`src/rtl/downscale_if.sv`:
```
// Bus bundle between downscale_ctrl and its environment: source frame reads,
// bilinear_interp launch/result handshake and destination writes.
//  master : the sequencer (drives strobes, addresses, neighbours, weights)
//  slave  : memories/interpolator side (drives read data and interp result)
interface downscale_if #(
  parameter int ADDR_W = 20
);
  logic              o_rd_en;
  logic [ADDR_W-1:0] o_rd_addr;
  logic [7:0]        i_rd_data;
  logic              o_interp_start;
  logic [7:0]        o_p1;
  logic [7:0]        o_p2;
  logic [7:0]        o_p3;
  logic [7:0]        o_p4;
  logic [15:0]       o_wx;
  logic [15:0]       o_wy;
  logic              i_interp_valid;
  logic [7:0]        i_interp_pixel;
  logic              o_wr_en;
  logic [ADDR_W-1:0] o_wr_addr;
  logic [7:0]        o_wr_data;

  modport master (
    output o_rd_en, o_rd_addr, o_interp_start, o_p1, o_p2, o_p3, o_p4,
           o_wx, o_wy, o_wr_en, o_wr_addr, o_wr_data,
    input  i_rd_data, i_interp_valid, i_interp_pixel
  );

  modport slave (
    input  o_rd_en, o_rd_addr, o_interp_start, o_p1, o_p2, o_p3, o_p4,
           o_wx, o_wy, o_wr_en, o_wr_addr, o_wr_data,
    output i_rd_data, i_interp_valid, i_interp_pixel
  );
endinterface

```
`src/rtl/downscale_ctrl.sv`:
```
// Downscale sequencer: walks destination pixels in raster order, derives Q8.8
// source coordinates, fetches the 4 neighbours, launches bilinear_interp and
// writes its result to destination memory. One pixel in flight at a time.
//  clk, rst_n          : clock, async active-low reset
//  i_start             : frame start pulse (ignored unless idle)
//  i_src_w/h, i_dst_w/h: frame dimensions, latched at start
//  i_scale_x/y         : Q8.8 source step per destination pixel
//  i_dst_base          : destination base address
//  o_busy, o_done      : frame in progress / 1-cycle completion pulse
//  bus                 : read, interpolator and write signals (downscale_if)
//
// state    | meaning
// ---------+------------------------------------------------------------
// S_IDLE   | waiting for i_start; latches config
// S_FETCH  | 4 read cycles (p1..p4) plus 1 cycle to capture p4
// S_LAUNCH | 1-cycle o_interp_start, neighbours/weights already stable
// S_WAIT   | wait for i_interp_valid, latch pixel
// S_WRITE  | 1-cycle destination write, then advance or finish
// S_FIN    | 1-cycle o_done
module downscale_ctrl #(
  parameter int DIM_W  = 10,
  parameter int ADDR_W = 20
) (
  input  logic              clk,
  input  logic              rst_n,
  input  logic              i_start,
  input  logic [DIM_W-1:0]  i_src_w,
  input  logic [DIM_W-1:0]  i_src_h,
  input  logic [DIM_W-1:0]  i_dst_w,
  input  logic [DIM_W-1:0]  i_dst_h,
  input  logic [15:0]       i_scale_x,
  input  logic [15:0]       i_scale_y,
  input  logic [ADDR_W-1:0] i_dst_base,
  output logic              o_busy,
  output logic              o_done,
  downscale_if.master       bus
);
  localparam int ACC_W = DIM_W + 8;

  typedef enum logic [2:0] {
    S_IDLE, S_FETCH, S_LAUNCH, S_WAIT, S_WRITE, S_FIN
  } state_t;

  state_t            state_q, state_d;
  logic [2:0]        fetch_cnt_q, fetch_cnt_d;
  logic [DIM_W-1:0]  src_w_q, src_w_d, src_h_q, src_h_d;
  logic [DIM_W-1:0]  dst_w_q, dst_w_d, dst_h_q, dst_h_d;
  logic [15:0]       scale_x_q, scale_x_d, scale_y_q, scale_y_d;
  logic [ADDR_W-1:0] dst_base_q, dst_base_d;
  logic [ACC_W-1:0]  ax_q, ax_d, ay_q, ay_d;
  logic [DIM_W-1:0]  dx_q, dx_d, dy_q, dy_d;
  logic [ADDR_W-1:0] wr_ofs_q, wr_ofs_d;
  logic [7:0]        p1_q, p1_d, p2_q, p2_d, p3_q, p3_d, p4_q, p4_d;
  logic [7:0]        pix_q, pix_d;

  // Neighbour coordinates, clamped into the source frame.
  logic [DIM_W-1:0]  src_w_m1, src_h_m1, x_int, y_int, x0, x1, y0, y1;
  logic [ADDR_W-1:0] row0, row1, rd_addr;

  assign src_w_m1 = src_w_q - DIM_W'(1);
  assign src_h_m1 = src_h_q - DIM_W'(1);
  assign x_int    = ax_q[ACC_W-1:8];
  assign y_int    = ay_q[ACC_W-1:8];
  assign x0       = (x_int > src_w_m1) ? src_w_m1 : x_int;
  assign y0       = (y_int > src_h_m1) ? src_h_m1 : y_int;
  assign x1       = (x0 < src_w_m1) ? x0 + DIM_W'(1) : x0;
  assign y1       = (y0 < src_h_m1) ? y0 + DIM_W'(1) : y0;
  assign row0     = ADDR_W'(y0) * ADDR_W'(src_w_q);
  assign row1     = ADDR_W'(y1) * ADDR_W'(src_w_q);

  // Fetch counter runs 4 -> 0; read order p1,p2,p3,p4.
  always_comb begin
    rd_addr = '0;
    case (fetch_cnt_q)
      3'd4:    rd_addr = row0 + ADDR_W'(x0);
      3'd3:    rd_addr = row0 + ADDR_W'(x1);
      3'd2:    rd_addr = row1 + ADDR_W'(x0);
      3'd1:    rd_addr = row1 + ADDR_W'(x1);
      default: rd_addr = '0;
    endcase
  end

  always_comb begin
    state_d     = state_q;
    fetch_cnt_d = fetch_cnt_q;
    src_w_d     = src_w_q;
    src_h_d     = src_h_q;
    dst_w_d     = dst_w_q;
    dst_h_d     = dst_h_q;
    scale_x_d   = scale_x_q;
    scale_y_d   = scale_y_q;
    dst_base_d  = dst_base_q;
    ax_d        = ax_q;
    ay_d        = ay_q;
    dx_d        = dx_q;
    dy_d        = dy_q;
    wr_ofs_d    = wr_ofs_q;
    p1_d        = p1_q;
    p2_d        = p2_q;
    p3_d        = p3_q;
    p4_d        = p4_q;
    pix_d       = pix_q;
    case (state_q)
      S_IDLE: begin
        if (i_start) begin
          src_w_d     = i_src_w;
          src_h_d     = i_src_h;
          dst_w_d     = i_dst_w;
          dst_h_d     = i_dst_h;
          scale_x_d   = i_scale_x;
          scale_y_d   = i_scale_y;
          dst_base_d  = i_dst_base;
          ax_d        = '0;
          ay_d        = '0;
          dx_d        = '0;
          dy_d        = '0;
          wr_ofs_d    = '0;
          fetch_cnt_d = 3'd4;
          state_d     = (i_dst_w == '0 || i_dst_h == '0) ? S_FIN : S_FETCH;
        end
      end
      S_FETCH: begin
        // Read data lags the strobe by one cycle.
        case (fetch_cnt_q)
          3'd3:    p1_d = bus.i_rd_data;
          3'd2:    p2_d = bus.i_rd_data;
          3'd1:    p3_d = bus.i_rd_data;
          3'd0:    p4_d = bus.i_rd_data;
          default: ;
        endcase
        if (fetch_cnt_q == 3'd0) state_d = S_LAUNCH;
        else                     fetch_cnt_d = fetch_cnt_q - 3'd1;
      end
      S_LAUNCH: state_d = S_WAIT;
      S_WAIT: begin
        if (bus.i_interp_valid) begin
          pix_d   = bus.i_interp_pixel;
          state_d = S_WRITE;
        end
      end
      S_WRITE: begin
        if (dx_q == dst_w_q - DIM_W'(1)) begin
          if (dy_q == dst_h_q - DIM_W'(1)) begin
            state_d = S_FIN;
          end else begin
            dx_d  = '0;
            ax_d  = '0;
            dy_d  = dy_q + DIM_W'(1);
            ay_d  = ay_q + ACC_W'(scale_y_q);
          end
        end else begin
          dx_d = dx_q + DIM_W'(1);
          ax_d = ax_q + ACC_W'(scale_x_q);
        end
        if (state_d != S_FIN) begin
          wr_ofs_d    = wr_ofs_q + ADDR_W'(1);
          fetch_cnt_d = 3'd4;
          state_d     = S_FETCH;
        end
      end
      S_FIN:   state_d = S_IDLE;
      default: state_d = S_IDLE;
    endcase
  end

  always_ff @(posedge clk or negedge rst_n) begin
    if (!rst_n) begin
      state_q     <= S_IDLE;
      fetch_cnt_q <= '0;
      src_w_q     <= '0;
      src_h_q     <= '0;
      dst_w_q     <= '0;
      dst_h_q     <= '0;
      scale_x_q   <= '0;
      scale_y_q   <= '0;
      dst_base_q  <= '0;
      ax_q        <= '0;
      ay_q        <= '0;
      dx_q        <= '0;
      dy_q        <= '0;
      wr_ofs_q    <= '0;
      p1_q        <= '0;
      p2_q        <= '0;
      p3_q        <= '0;
      p4_q        <= '0;
      pix_q       <= '0;
    end else begin
      state_q     <= state_d;
      fetch_cnt_q <= fetch_cnt_d;
      src_w_q     <= src_w_d;
      src_h_q     <= src_h_d;
      dst_w_q     <= dst_w_d;
      dst_h_q     <= dst_h_d;
      scale_x_q   <= scale_x_d;
      scale_y_q   <= scale_y_d;
      dst_base_q  <= dst_base_d;
      ax_q        <= ax_d;
      ay_q        <= ay_d;
      dx_q        <= dx_d;
      dy_q        <= dy_d;
      wr_ofs_q    <= wr_ofs_d;
      p1_q        <= p1_d;
      p2_q        <= p2_d;
      p3_q        <= p3_d;
      p4_q        <= p4_d;
      pix_q       <= pix_d;
    end
  end

  assign bus.o_rd_en        = (state_q == S_FETCH) && (fetch_cnt_q != 3'd0);
  assign bus.o_rd_addr      = bus.o_rd_en ? rd_addr : '0;
  assign bus.o_interp_start = (state_q == S_LAUNCH);
  assign bus.o_p1           = p1_q;
  assign bus.o_p2           = p2_q;
  assign bus.o_p3           = p3_q;
  assign bus.o_p4           = p4_q;
  assign bus.o_wx           = {8'h00, ax_q[7:0]};
  assign bus.o_wy           = {8'h00, ay_q[7:0]};
  assign bus.o_wr_en        = (state_q == S_WRITE);
  assign bus.o_wr_addr      = bus.o_wr_en ? dst_base_q + wr_ofs_q : '0;
  assign bus.o_wr_data      = bus.o_wr_en ? pix_q : '0;
  assign o_busy             = (state_q == S_FETCH) || (state_q == S_LAUNCH) ||
                              (state_q == S_WAIT)  || (state_q == S_WRITE);
  assign o_done             = (state_q == S_FIN);
endmodule
```
`src/flat_wrapper.sv`:
```
// flat-port wrapper written by rule: the top's interface ports become plain ports
module downscale_ctrl_flat 
#(
  parameter int DIM_W  = 10,
  parameter int ADDR_W = 20
)
  (clk, rst_n, i_start, i_src_w, i_src_h, i_dst_w, i_dst_h, i_scale_x, i_scale_y, i_dst_base, o_busy, o_done, bus_o_rd_en, bus_o_rd_addr, bus_o_interp_start, bus_o_p1, bus_o_p2, bus_o_p3, bus_o_p4, bus_o_wx, bus_o_wy, bus_o_wr_en, bus_o_wr_addr, bus_o_wr_data, bus_i_rd_data, bus_i_interp_valid, bus_i_interp_pixel);
  downscale_if #(.ADDR_W(ADDR_W)) bus_i ();
  input  logic clk;
  input  logic rst_n;
  input  logic i_start;
  input  logic [DIM_W-1:0] i_src_w;
  input  logic [DIM_W-1:0] i_src_h;
  input  logic [DIM_W-1:0] i_dst_w;
  input  logic [DIM_W-1:0] i_dst_h;
  input  logic [15:0] i_scale_x;
  input  logic [15:0] i_scale_y;
  input  logic [ADDR_W-1:0] i_dst_base;
  output logic o_busy;
  output logic o_done;
  output wire logic [$bits(bus_i.o_rd_en)-1:0] bus_o_rd_en;
  output wire logic [$bits(bus_i.o_rd_addr)-1:0] bus_o_rd_addr;
  output wire logic [$bits(bus_i.o_interp_start)-1:0] bus_o_interp_start;
  output wire logic [$bits(bus_i.o_p1)-1:0] bus_o_p1;
  output wire logic [$bits(bus_i.o_p2)-1:0] bus_o_p2;
  output wire logic [$bits(bus_i.o_p3)-1:0] bus_o_p3;
  output wire logic [$bits(bus_i.o_p4)-1:0] bus_o_p4;
  output wire logic [$bits(bus_i.o_wx)-1:0] bus_o_wx;
  output wire logic [$bits(bus_i.o_wy)-1:0] bus_o_wy;
  output wire logic [$bits(bus_i.o_wr_en)-1:0] bus_o_wr_en;
  output wire logic [$bits(bus_i.o_wr_addr)-1:0] bus_o_wr_addr;
  output wire logic [$bits(bus_i.o_wr_data)-1:0] bus_o_wr_data;
  input wire logic [$bits(bus_i.i_rd_data)-1:0] bus_i_rd_data;
  input wire logic [$bits(bus_i.i_interp_valid)-1:0] bus_i_interp_valid;
  input wire logic [$bits(bus_i.i_interp_pixel)-1:0] bus_i_interp_pixel;
  assign bus_o_rd_en = bus_i.o_rd_en;
  assign bus_o_rd_addr = bus_i.o_rd_addr;
  assign bus_o_interp_start = bus_i.o_interp_start;
  assign bus_o_p1 = bus_i.o_p1;
  assign bus_o_p2 = bus_i.o_p2;
  assign bus_o_p3 = bus_i.o_p3;
  assign bus_o_p4 = bus_i.o_p4;
  assign bus_o_wx = bus_i.o_wx;
  assign bus_o_wy = bus_i.o_wy;
  assign bus_o_wr_en = bus_i.o_wr_en;
  assign bus_o_wr_addr = bus_i.o_wr_addr;
  assign bus_o_wr_data = bus_i.o_wr_data;
  assign bus_i.i_rd_data = bus_i_rd_data;
  assign bus_i.i_interp_valid = bus_i_interp_valid;
  assign bus_i.i_interp_pixel = bus_i_interp_pixel;
  downscale_ctrl #(.DIM_W(DIM_W), .ADDR_W(ADDR_W)) u_core (.clk(clk), .rst_n(rst_n), .i_start(i_start), .i_src_w(i_src_w), .i_src_h(i_src_h), .i_dst_w(i_dst_w), .i_dst_h(i_dst_h), .i_scale_x(i_scale_x), .i_scale_y(i_scale_y), .i_dst_base(i_dst_base), .o_busy(o_busy), .o_done(o_done), .bus(bus_i));
endmodule
```
`config.mk`:
```
export PLATFORM = sky130hd
export DESIGN_NAME = downscale_ctrl_flat
export DESIGN_NICKNAME = d
export VERILOG_FILES = /design/src/rtl/downscale_if.sv /design/src/rtl/downscale_ctrl.sv /design/src/flat_wrapper.sv
export SDC_FILE = /design/constraint.sdc
export NUM_CORES = 1
export LEC_CHECK = 0
export ABC_AREA = 1
export CORE_UTILIZATION = 42
export CTS_BUF_LIST = sky130_fd_sc_hd__clkbuf_4 sky130_fd_sc_hd__clkbuf_8
export CTS_CLUSTER_DIAMETER = 200
export DETAILED_ROUTE_END_ITERATION = 12
export HOLD_SLACK_MARGIN = 0.08
export SLEW_MARGIN = 5
export SYNTH_ARGS = -nofsm -noshare
export SYNTH_HDL_FRONTEND = slang
export SYNTH_SLANG_ARGS = --single-unit
```
`constraint.sdc`:
```
create_clock -name clk -period 16.7 [get_ports clk]
set_clock_uncertainty 0.05 [all_clocks]
set_input_delay 2.505 -clock clk [delete_from_list [all_inputs] [get_ports clk]]
set_output_delay 2.505 -clock clk [all_outputs]
set_load 0.02 [all_outputs]
```
======== Yosys cells after proc, flatten, opt, wreduce, memory -nomap -nowiden ========
Cells that the tools add are included.
operators by class
  add/sub/neg operators ................... 17
  multipliers ............................. 2
  order comparisons ....................... 4
  eq/ne operators ......................... 20
  mux-type cells .......................... 38
  reductions and logical operators ........ 23
operators by type and width
  operator               number
  $mux 10                9
  $mux 18                5
  $add 20x10->20         4
  $mux 20                4
  $pmux 20 s4            1
  $pmux 18 s2            2
  $add 10x1->10 const B  4
  $mul 10x10->20         2
  $pmux 10 s2            2
  $pmux 20 s2            1
  $sub 10x1->10 const B  4
  $add 18x16->18         2
  $mux 3                 11
  $add 20x1->20 const B  1
  $add 20x20->20         1
  $eq 10x10->1           2
  $gt 10x10->1           2
  $logic_not 10->1       2
  $lt 10x10->1           2
  $pmux 3 s5             1
  $eq 3x2->1 const B     4
  $ne 2x2->1 const B     6
  $reduce_and 2->1       6
  $eq 3x3->1 const B     3
  other kinds (13)       23
storage, ports and cells
  register bits ........................... 214
  input bits .............................. 112
  output and inout bits ................... 117
  logic and storage cells ................. 123

======== Longest topological paths before layout ========
Gate-level depths: netlist (run 1).
  word-level depth ........................ 9
  gate-level depth with buffers ........... 62
  depth with buffers taken out ............ 60

======== Worst setup path after synthesis (run 1) ========
Ideal clock, no wire load.
  path type ............................... reg2out
  start point ............................. register u_core.src_h_q[0]
  end point ............................... output port bus_o_rd_addr[17]
  arrival ................................. 9.142 ns
  slack ................................... 5.003 ns
  stages on the path, launching flop included .. 56
  cell sequence ........................... dfrtp_1 > inv_2 > ha_1 > nand3_2 > xor2_1 > ha_1 > nand2_1 > or2_2 > nand2_1 > nand3_1 > nand3_2 > nand2_4 > buf_6 > nand2_1 > nand2_1 > buf_1 > ha_1 > inv_1 > (+20 left out) > inv_1 > a21oi_1 > xnor2_1 > nand2_1 > o21ai_0 > ha_1 > nand2_1 > nor2_1 > nand2_1 > o211ai_1 > a21oi_1 > nor2_1 > nand3_1 > nor2_1 > nand2_1 > o21bai_1 > nand2_1 > a21oi_1
on the way
  longest elaborated chain between the ends .. 9
  elaborated cells between the ends (all ways) .. 14
  classes of those cells .................. 6 x add/sub; 2 x mul; 2 x order compare; 4 x mux
RTL lines
  what                                                  line                                        source
  from (decl)                                           downscale_ctrl.sv:46                        logic [DIM_W-1:0] src_w_q, src_w_d, src_h_q, src_h_d;
  from (signal assigned)                                downscale_ctrl.sv:191                       src_h_q <= src_h_d;
  $sub 10x1->10 (*)                                     downscale_ctrl.sv:61                        assign src_h_m1 = src_h_q - DIM_W'(1);
  $gt 10x10->1                                          downscale_ctrl.sv:65                        assign y0 = (y_int > src_h_m1) ? src_h_m1 : y_int;
  $mux 10                                               downscale_ctrl.sv:65
  $add 10x1->10 / $lt 10x10->1 (equally long branches)  downscale_ctrl.sv:67                        assign y1 = (y0 < src_h_m1) ? y0 + DIM_W'(1) : y0;
  $mux 10                                               downscale_ctrl.sv:67
  $mul 10x10->20                                        downscale_ctrl.sv:69                        assign row1 = ADDR_W'(y1) * ADDR_W'(src_w_q);
  $add 20x10->20 (on tied branches)                     downscale_ctrl.sv:78, downscale_ctrl.sv:77
  $pmux 20 s4 (*)                                       downscale_ctrl.sv:74                        case (fetch_cnt_q)
  $mux 20 (*)                                           downscale_ctrl.sv:211                       assign bus.o_rd_addr = bus.o_rd_en ? rd_addr : '0;
  to (decl)                                             flat_wrapper.sv:22                          output wire logic [$bits(bus_i.o_rd_addr)-1:0] bus_o_rd_addr;
Every way passes the cells marked *; elsewhere a longest branch is shown, timed or not.

======== Worst setup path in the final report (run 1) ========
Ends and elaborated chain as after synthesis.

==> results.py, run 1 <==
metrics = {
    "clock_tree": {
        "cts_setup_buffers": 0,
        "numCtsBuffers": 40,
        "cts_tree": "done",
        "clock_latency_ns": 0.61,
        "post_cts_resized": 0,
        "clock-sinks": 214,
        "clock_path_buffers": 3,
        "cts_hold_repair.buffers": 0,
        "cts_root_buf": "clkbuf_8",
        "cts_max_level": 2,
        "clkTransAtPathRegs_ns": 0.06,
    },
    "power_and_ir_drop": {
        "ir_drop_uv": 101,
        "swShare_pct": 52.2,
        "switching_power_mw": 2.13,
        "p_seq_share_pct": 21.5,
        "power_leakage_nw": 12.9,
        "power_frac_clock_pct": 13.8,
        "p_comb_share_pct": 64.8,
        "cellPowerDensity_mw_per_mm2": 159,
        "p_int_mw": 1.95,
    },
    "synthesis": {
        "avgSynthCellArea_um2": 7.37,
        "synthTopCellsByArea": "dfrtp_1, ha_1, nand2_1, fa_1, inv_1",
        "synth_most_common_cell": "nand2_1",
        "synth_enable_flop_cells": 0,
        "synth.top_cell.area_share_pct": 24.1,
        "synthFlopType": "dfrtp_1",
        "synth_seq_cells": 214,
        "synth_largest_area_cell": "dfrtp_1",
        "synth-async-reset-ratio_pct": 100,
        "synth_common_cells": "nand2_1, inv_1, nor2_1",
        "syn-instance-count": 3017,
        "synth_area_mm2": 0.0222,
        "synth_cell_types": 52,
        "synth_seq_area_share_pct": 24.1,
        "yosys_warnings": 0,
    },
    "floorplan": {
        "initial_utilization_pct": 42.9,
        "row_count": 83,
        "die_h_um": 232,
        "core_mm2": 0.0518,
        "die_w_um": 232,
        "io-pin-count": 229,
        "dieArea_mm2": 0.0539,
    },
    "flow_run": {
        "drv_cap": 0,
    },
    "route": {
        "wl_per_cell_um": 16.5,
        "routed_wl_mm": 64.0,
        "drt_iter0_drc": 1183,
        "avgViaCountPerCell": 5.20,
        "routed-via-count": 20200,
        "drc": 0,
        "ant_nets": 0,
        "dr.pass1.iters": 6,
    },
    "setup_path": {
        "rrSetupSlack_ns": 12.36,
        "r2r_end": "u_core.dy_q[9]",
        "critical_path.top_delay_family": "adder cells",
        "critPathRequiredTime_ns": 14.15,
        "critPathLaunchType": "register",
        "r2r.worst_path.cells": 14,
        "cp_slowest_cell": "clkdlybuf4s50_1",
        "crit_path_end": "bus_o_rd_addr[17]",
        "crit_path_max_incr_delay_ns": 0.63,
        "path_class": "register to primary output",
        "crit_buf_inv": 9,
        "cp.depth": 54,
        "cp_common_cell": "nand2_1",
        "end_kind": "primary output",
        "worstPathArrival_ns": 11.21,
        "cp_max_fo": 15,
        "r2r-start": "u_core.dst_w_q[0]",
        "cp-startpoint": "u_core.src_h_q[0]",
    },
    "global_routing": {
        "grt_max_degree": 106,
        "grt_pass1_vias": 20800,
        "met2_usage_pct": 40.9,
        "antenna_found_initial": 3,
        "use_met1_pct": 30.7,
        "globalRoute.busiestLayer": "met2",
        "grt_pass1_wl_mm": 105,
        "use_met3_pct": 5.01,
        "grt-ovfl-total": 0,
        "grt_use_total_pct": 24.3,
    },
    "final_layout": {
        "antenna_cells": 0,
        "nets": 3652,
        "drive_above_1_share_pct": 4.86,
        "nFillCells": 5148,
        "syn_to_final_growth_pct": 15.4,
    },
    "timing": {
        "period_needed_ns": 13.76,
        "relSlewSlack_pct": 29.3,
        "worst_pin_slew_ns": 1.06,
        "fin_crit_sh_pct": 82.4,
        "setup_viol": 0,
        "fin_ws_ns": 2.94,
        "fin_tns_setup_ns": 0,
        "final_max_slew_viol_count": 0,
        "finalHoldViolCount": 0,
        "rsz0062_at_grt": "no",
        "fmax_ghz": 0.0727,
    },
    "hold_path": {
        "worstHoldStart": "u_core.scale_y_q[2]",
        "hold_class": "register to register",
    },
    "placed_design": {
        "post-place-ws_ns": 3.61,
        "portBuffers": 212,
        "hpwl_mm": 50.2,
        "place.gp.congestion": 0.938,
    },
    "run_status": {
        "status": "complete, no violations",
    },
}
area by class of cell:
| type | instances | area (µm²) | share of cell area, % |
|---|---|---|---|
| clock buffer | 57 | 747 | 2.91 |
| sequential | 214 | 5360 | 20.9 |
| clock inverter | 12 | 128 | 0.497 |
| timing repair buffer | 223 | 2210 | 8.61 |
| inverter | 389 | 1460 | 5.69 |
| multi-input combinational | 2316 | 14900 | 58.1 |
| tap | 680 | 851 | 3.31 |
layout by cell type (no fill, tap or decap), types with 10 or more instances in the layout:
| cell type | instances |
|---|---|
| clkdlybuf4s50_1 | 211 |
| o31ai_1 | 23 |
| nor2_1 | 264 |
| nor4_1 | 10 |
| o21ai_0 | 219 |
| nand2_2 | 23 |
| nor3_1 | 36 |
| buf_4 | 11 |
| fa_1 | 129 |
| conb_1 | 16 |
| nand4_1 | 30 |
| a21boi_0 | 11 |
| xor2_1 | 96 |
| dfrtp_1 | 214 |
| inv_1 | 374 |
| nand3b_1 | 11 |
| or2_2 | 14 |
| xnor2_1 | 33 |
| nand2_1 | 750 |
| a21oi_1 | 197 |
| ha_1 | 227 |
| clkbuf_8 | 51 |
| o22ai_1 | 11 |
| nor2_2 | 12 |
| nand3_1 | 134 |
worst reg2reg max path: stages (launching register included):
cell      delay, ns
dfrtp_1        0.42
inv_1          0.11
ha_1           0.19
nand2_1        0.07
nor2_1         0.17
nand3_1        0.15
nor3_1         0.19
xor2_1         0.15
and3_1         0.16
nand4_1        0.14
nor2_1         0.45
nand2_1        0.48
nand2_2        0.35
clkinv_1       0.68
o31ai_1        0.47
state kept, by name (all words and copies together) (netlist names), 10 cells and up:
signal / cells
u_core.dy_q: 10
u_core.dst_h_q: 10
u_core.dst_base_q: 20
u_core.ax_q: 18
u_core.dx_q: 10
u_core.scale_x_q: 16
u_core.src_h_q: 10
u_core.dst_w_q: 10
u_core.wr_ofs_q: 20
u_core.src_w_q: 10
u_core.ay_q: 18
u_core.scale_y_q: 16
through the flow:
stage / hold slack (ns) / cells / cell area [µm²] / util, % / power, mW
after CTS: 0.429 / 3891 / 25700 / 49.5 / 4.11
after detailed placement: 0.416 / 3822 / 24800 / 47.9 / 3.51
after global placement: 0.408 / 3822 / 24800 / 47.9 / 3.47
final: 0.425 / 3891 / 25700 / 49.5 / 4.08
after global routing: 0.450 / 3891 / 25700 / 49.5 / 4.49
after floorplan: 0.396 / 3032 / 22300 / - / 2.70
power by group through the flow:
stage	registers [mW]	clock network (mW)	logic (mW)
after floorplan	0.842	0	1.85
after global placement	0.874	0	2.59
after detailed placement	0.876	0	2.64
after CTS	0.871	0.582	2.66
after global routing	0.897	0.601	3.00
final	0.875	0.561	2.64
how the worst min path moves through the flow:
| stage | slack (ns) | to | depth (start not counted) |
|---|---|---|---|
| 2_1_floorplan | 0.40 | u_core.dst_base_q[0] | 2 |
| 3_3_place_gp | 0.41 | u_core.scale_x_q[0] | 2 |
| 3_5_place_dp | 0.42 | u_core.scale_x_q[0] | 2 |
| 4_1_cts | 0.43 | u_core.scale_y_q[2] | 2 |
| 5_1_grt | 0.45 | u_core.scale_x_q[2] | 2 |
| 6_report | 0.42 | u_core.scale_y_q[2] | 2 |
routing by layer:
| metal | vias up | part of all wire [%] |
|---|---|---|
| met4 | 6 | 3.0 |
| met5 | - | 0.072 |
| met1 | 9551 | 44 |
| li1 | 10000 | - |
| met2 | 507 | 47 |
| met3 | 121 | 6.3 |
cells by family after synthesis:
family | count (synthesis) | share of synthesized area [%]
AOI/OAI and AO/OA | 510 | 12.5
xor gates and xnor gates | 129 | 5.08
adders and majority gates | 356 | 24.4
buffers and inverters | 502 | 9.12
DFF | 214 | 24.1
other | 1 | 0.0169
and+or+nand+nor | 1305 | 24.8
Power figures use the tool's default switching activity.
==> run 2, diff against run 1 <==
==> constraint.sdc (replaced) <==
create_clock -name clk -period 12.32 [get_ports clk]
set_clock_uncertainty 0.05 [all_clocks]
set_input_delay 1.848 -clock clk [delete_from_list [all_inputs] [get_ports clk]]
set_output_delay 1.848 -clock clk [all_outputs]
set_load 0.02 [all_outputs]
==> run 2 against run 1 <==
Via count is 0.87% higher. Critical path depth stayed put. Non-clock buffer count is 15 higher. Largest power group unchanged. Power is 38% higher. Highest routed layer unchanged. Cell count is 0.39% higher. Sequential cell count stayed put.
==> results.py, run 2 (synthesis gave the netlist of run 1 again) <==
metrics = {
    "run_status": {
        "status": "complete, no violations",
    },
    "route": {
        "ant_nets": 0,
        "routed-via-count": 20400,
        "routed_wl_mm": 64.1,
        "drc": 0,
        "dr.pass1.iters": 5,
        "avgViaCountPerCell": 5.22,
        "drt_iter0_drc": 1262,
        "wl_per_cell_um": 16.4,
    },
    "clock_tree": {
        "clock_latency_ns": 0.59,
        "clock-sinks": 214,
        "clock_path_buffers": 3,
        "numCtsBuffers": 40,
        "cts_tree": "done",
        "cts_hold_repair.buffers": 0,
        "cts_root_buf": "clkbuf_8",
        "clkTransAtPathRegs_ns": 0.06,
        "cts_max_level": 2,
    },
    "setup_path": {
        "end_kind": "primary output",
        "critPathLaunchType": "register",
        "critPathRequiredTime_ns": 10.42,
        "cp_common_cell": "nand2_1",
        "cp_slowest_cell": "fa_1",
        "critical_path.top_delay_family": "adder cells",
        "cp_max_fo": 15,
        "path_class": "register to primary output",
        "worstPathArrival_ns": 9.79,
        "crit_path_max_incr_delay_ns": 0.59,
        "crit_buf_inv": 8,
    },
    "floorplan": {
        "die_w_um": 232,
        "io-pin-count": 229,
        "row_count": 83,
        "die_h_um": 232,
        "dieArea_mm2": 0.0539,
        "initial_utilization_pct": 42.9,
        "core_mm2": 0.0518,
    },
    "timing": {
        "finalHoldViolCount": 0,
        "setup_viol": 0,
        "final_max_slew_viol_count": 0,
        "relSlewSlack_pct": 22.2,
        "period_needed_ns": 11.68,
        "fin_crit_sh_pct": 94.8,
        "worst_pin_slew_ns": 1.17,
        "fmax_ghz": 0.0856,
    },
    "final_layout": {
        "final_cell_mix": "nand2_1, inv_1, nor2_1",
        "syn_to_final_growth_pct": 16.7,
        "layout_commonest_cell": "nand2_1",
        "largestRegisters": "u_core.dst_base_q: 20 flops, u_core.wr_ofs_q: 20 flops",
        "fin_cells": 3906,
        "antenna_cells": 0,
        "nets": 3668,
        "drive_above_1_share_pct": 6.45,
    },
    "placed_design": {
        "hpwl_mm": 50.2,
        "place_inst": 3825,
        "portBuffers": 212,
        "place.gp.congestion": 0.942,
    },
    "power_and_ir_drop": {
        "cellPowerDensity_mw_per_mm2": 217,
        "ir_drop_uv": 125,
        "power_mw": 5.63,
        "power_leakage_nw": 13.0,
    },
    "global_routing": {
        "grt_pass1_wl_mm": 106,
        "grt_max_degree": 105,
        "grt_use_total_pct": 24.3,
        "grt_pass1_vias": 20700,
        "grt-ovfl-total": 0,
        "antenna_found_initial": 4,
    },
    "flow_run": {
        "drv_cap": 0,
    },
    "hold_path": {
        "hold_class": "register to register",
    },
}
run 2: cell types whose count changed in the layout (fill, tap and decap cells not counted), sizes merged:
| cell | before | now |
|---|---|---|
| buf | 12 | 31 |
| bufinv | 2 | 1 |
| clkbuf | 57 | 65 |
| clkdlybuf4s15 | 0 | 1 |
| clkdlybuf4s50 | 211 | 201 |
| clkinv | 16 | 11 |
| clkinvlp | 1 | 0 |
| dlygate4sd2 | 0 | 1 |
| dlymetal6s2s | 0 | 2 |
| nand2 | 775 | 776 |
run 2: per-stage QoR:
step                hold WS [ns]  setup TNS (ns)  utilization (%)  setup WS, ns  cell area, µm²
finish                     0.425               0             50.1         0.635           26000
global route               0.454         -0.0850             50.1       -0.0348           26000
CTS                        0.430               0             49.6      0.000801           25700
detailed placement         0.416               0             47.9        0.0956           24800
global placement           0.408               0             47.9         0.400           24800
floorplan                  0.396               0                -          1.28           22300
run 2: cell type report:
class / count / area (µm²)
multi-input combinational: 2317 / 15200
tap: 680 / 851
sequential: 214 / 5360
timing repair buffer: 238 / 2300
clock inverter: 5 / 53.8
clock buffer: 63 / 779
inverter: 389 / 1460
fill: 5135 / 25900
run 2: repair_timing:
item	in CTS	in global routing
setup buffers	0	12
endpoints found under the setup margin	10	12
gates resized for setup	23	59
cloned	0	1
pin swaps	0	11
run 2: worst paths after layout:
check                                           from  depth (start not counted)  slack [ns]                     to
worst min-delay path            u_core.scale_x_q[11]                          2        0.43   u_core.scale_x_q[11]
worst max register to register     u_core.dst_w_q[0]                         15        7.79        u_core.ax_q[11]
max in group asynchronous                      rst_n                          2        9.62         u_core.dx_q[4]
worst min register to register  u_core.scale_x_q[11]                          2        0.43   u_core.scale_x_q[11]
worst max-delay path               u_core.src_h_q[0]                         54        0.64      bus_o_rd_addr[17]
min in group asynchronous                      rst_n                          1        1.27  u_core.dst_base_q[15]
run 2: per-layer routing:
| metal | GRT usage [%] | vias to the layer above | wire, µm |
|---|---|---|---|
| li1 | - | 10100 | - |
| met1 | 31.1 | 9716 | 28200 |
| met2 | 42.0 | 510 | 30800 |
| met3 | 4.86 | 93 | 3930 |
| met4 | 5.72 | 8 | 1170 |
| met5 | 0 | - | 47 |
run 2: worst reg2reg max path, delay by kind of cell (launching register included):
| family | cells | cell delay (ns) |
|---|---|---|
| AND/OR/NAND/NOR | 9 | 2.25 |
| AO/OA/AOI/OAI | 1 | 0.09 |
| adder cells (fa/ha/maj) | 1 | 0.19 |
| XOR/XNOR | 1 | 0.16 |
| flip-flops | 1 | 0.42 |
| buffers and inverters | 3 | 1.25 |
run 2: report_power, final:
group          internal, mW  leakage [nW]  switching [mW]
Clock                 0.420         0.447           0.306
Combinational          1.34          9.88            2.38
Sequential            0.943          2.71           0.244
Total                  2.70          13.0            2.93
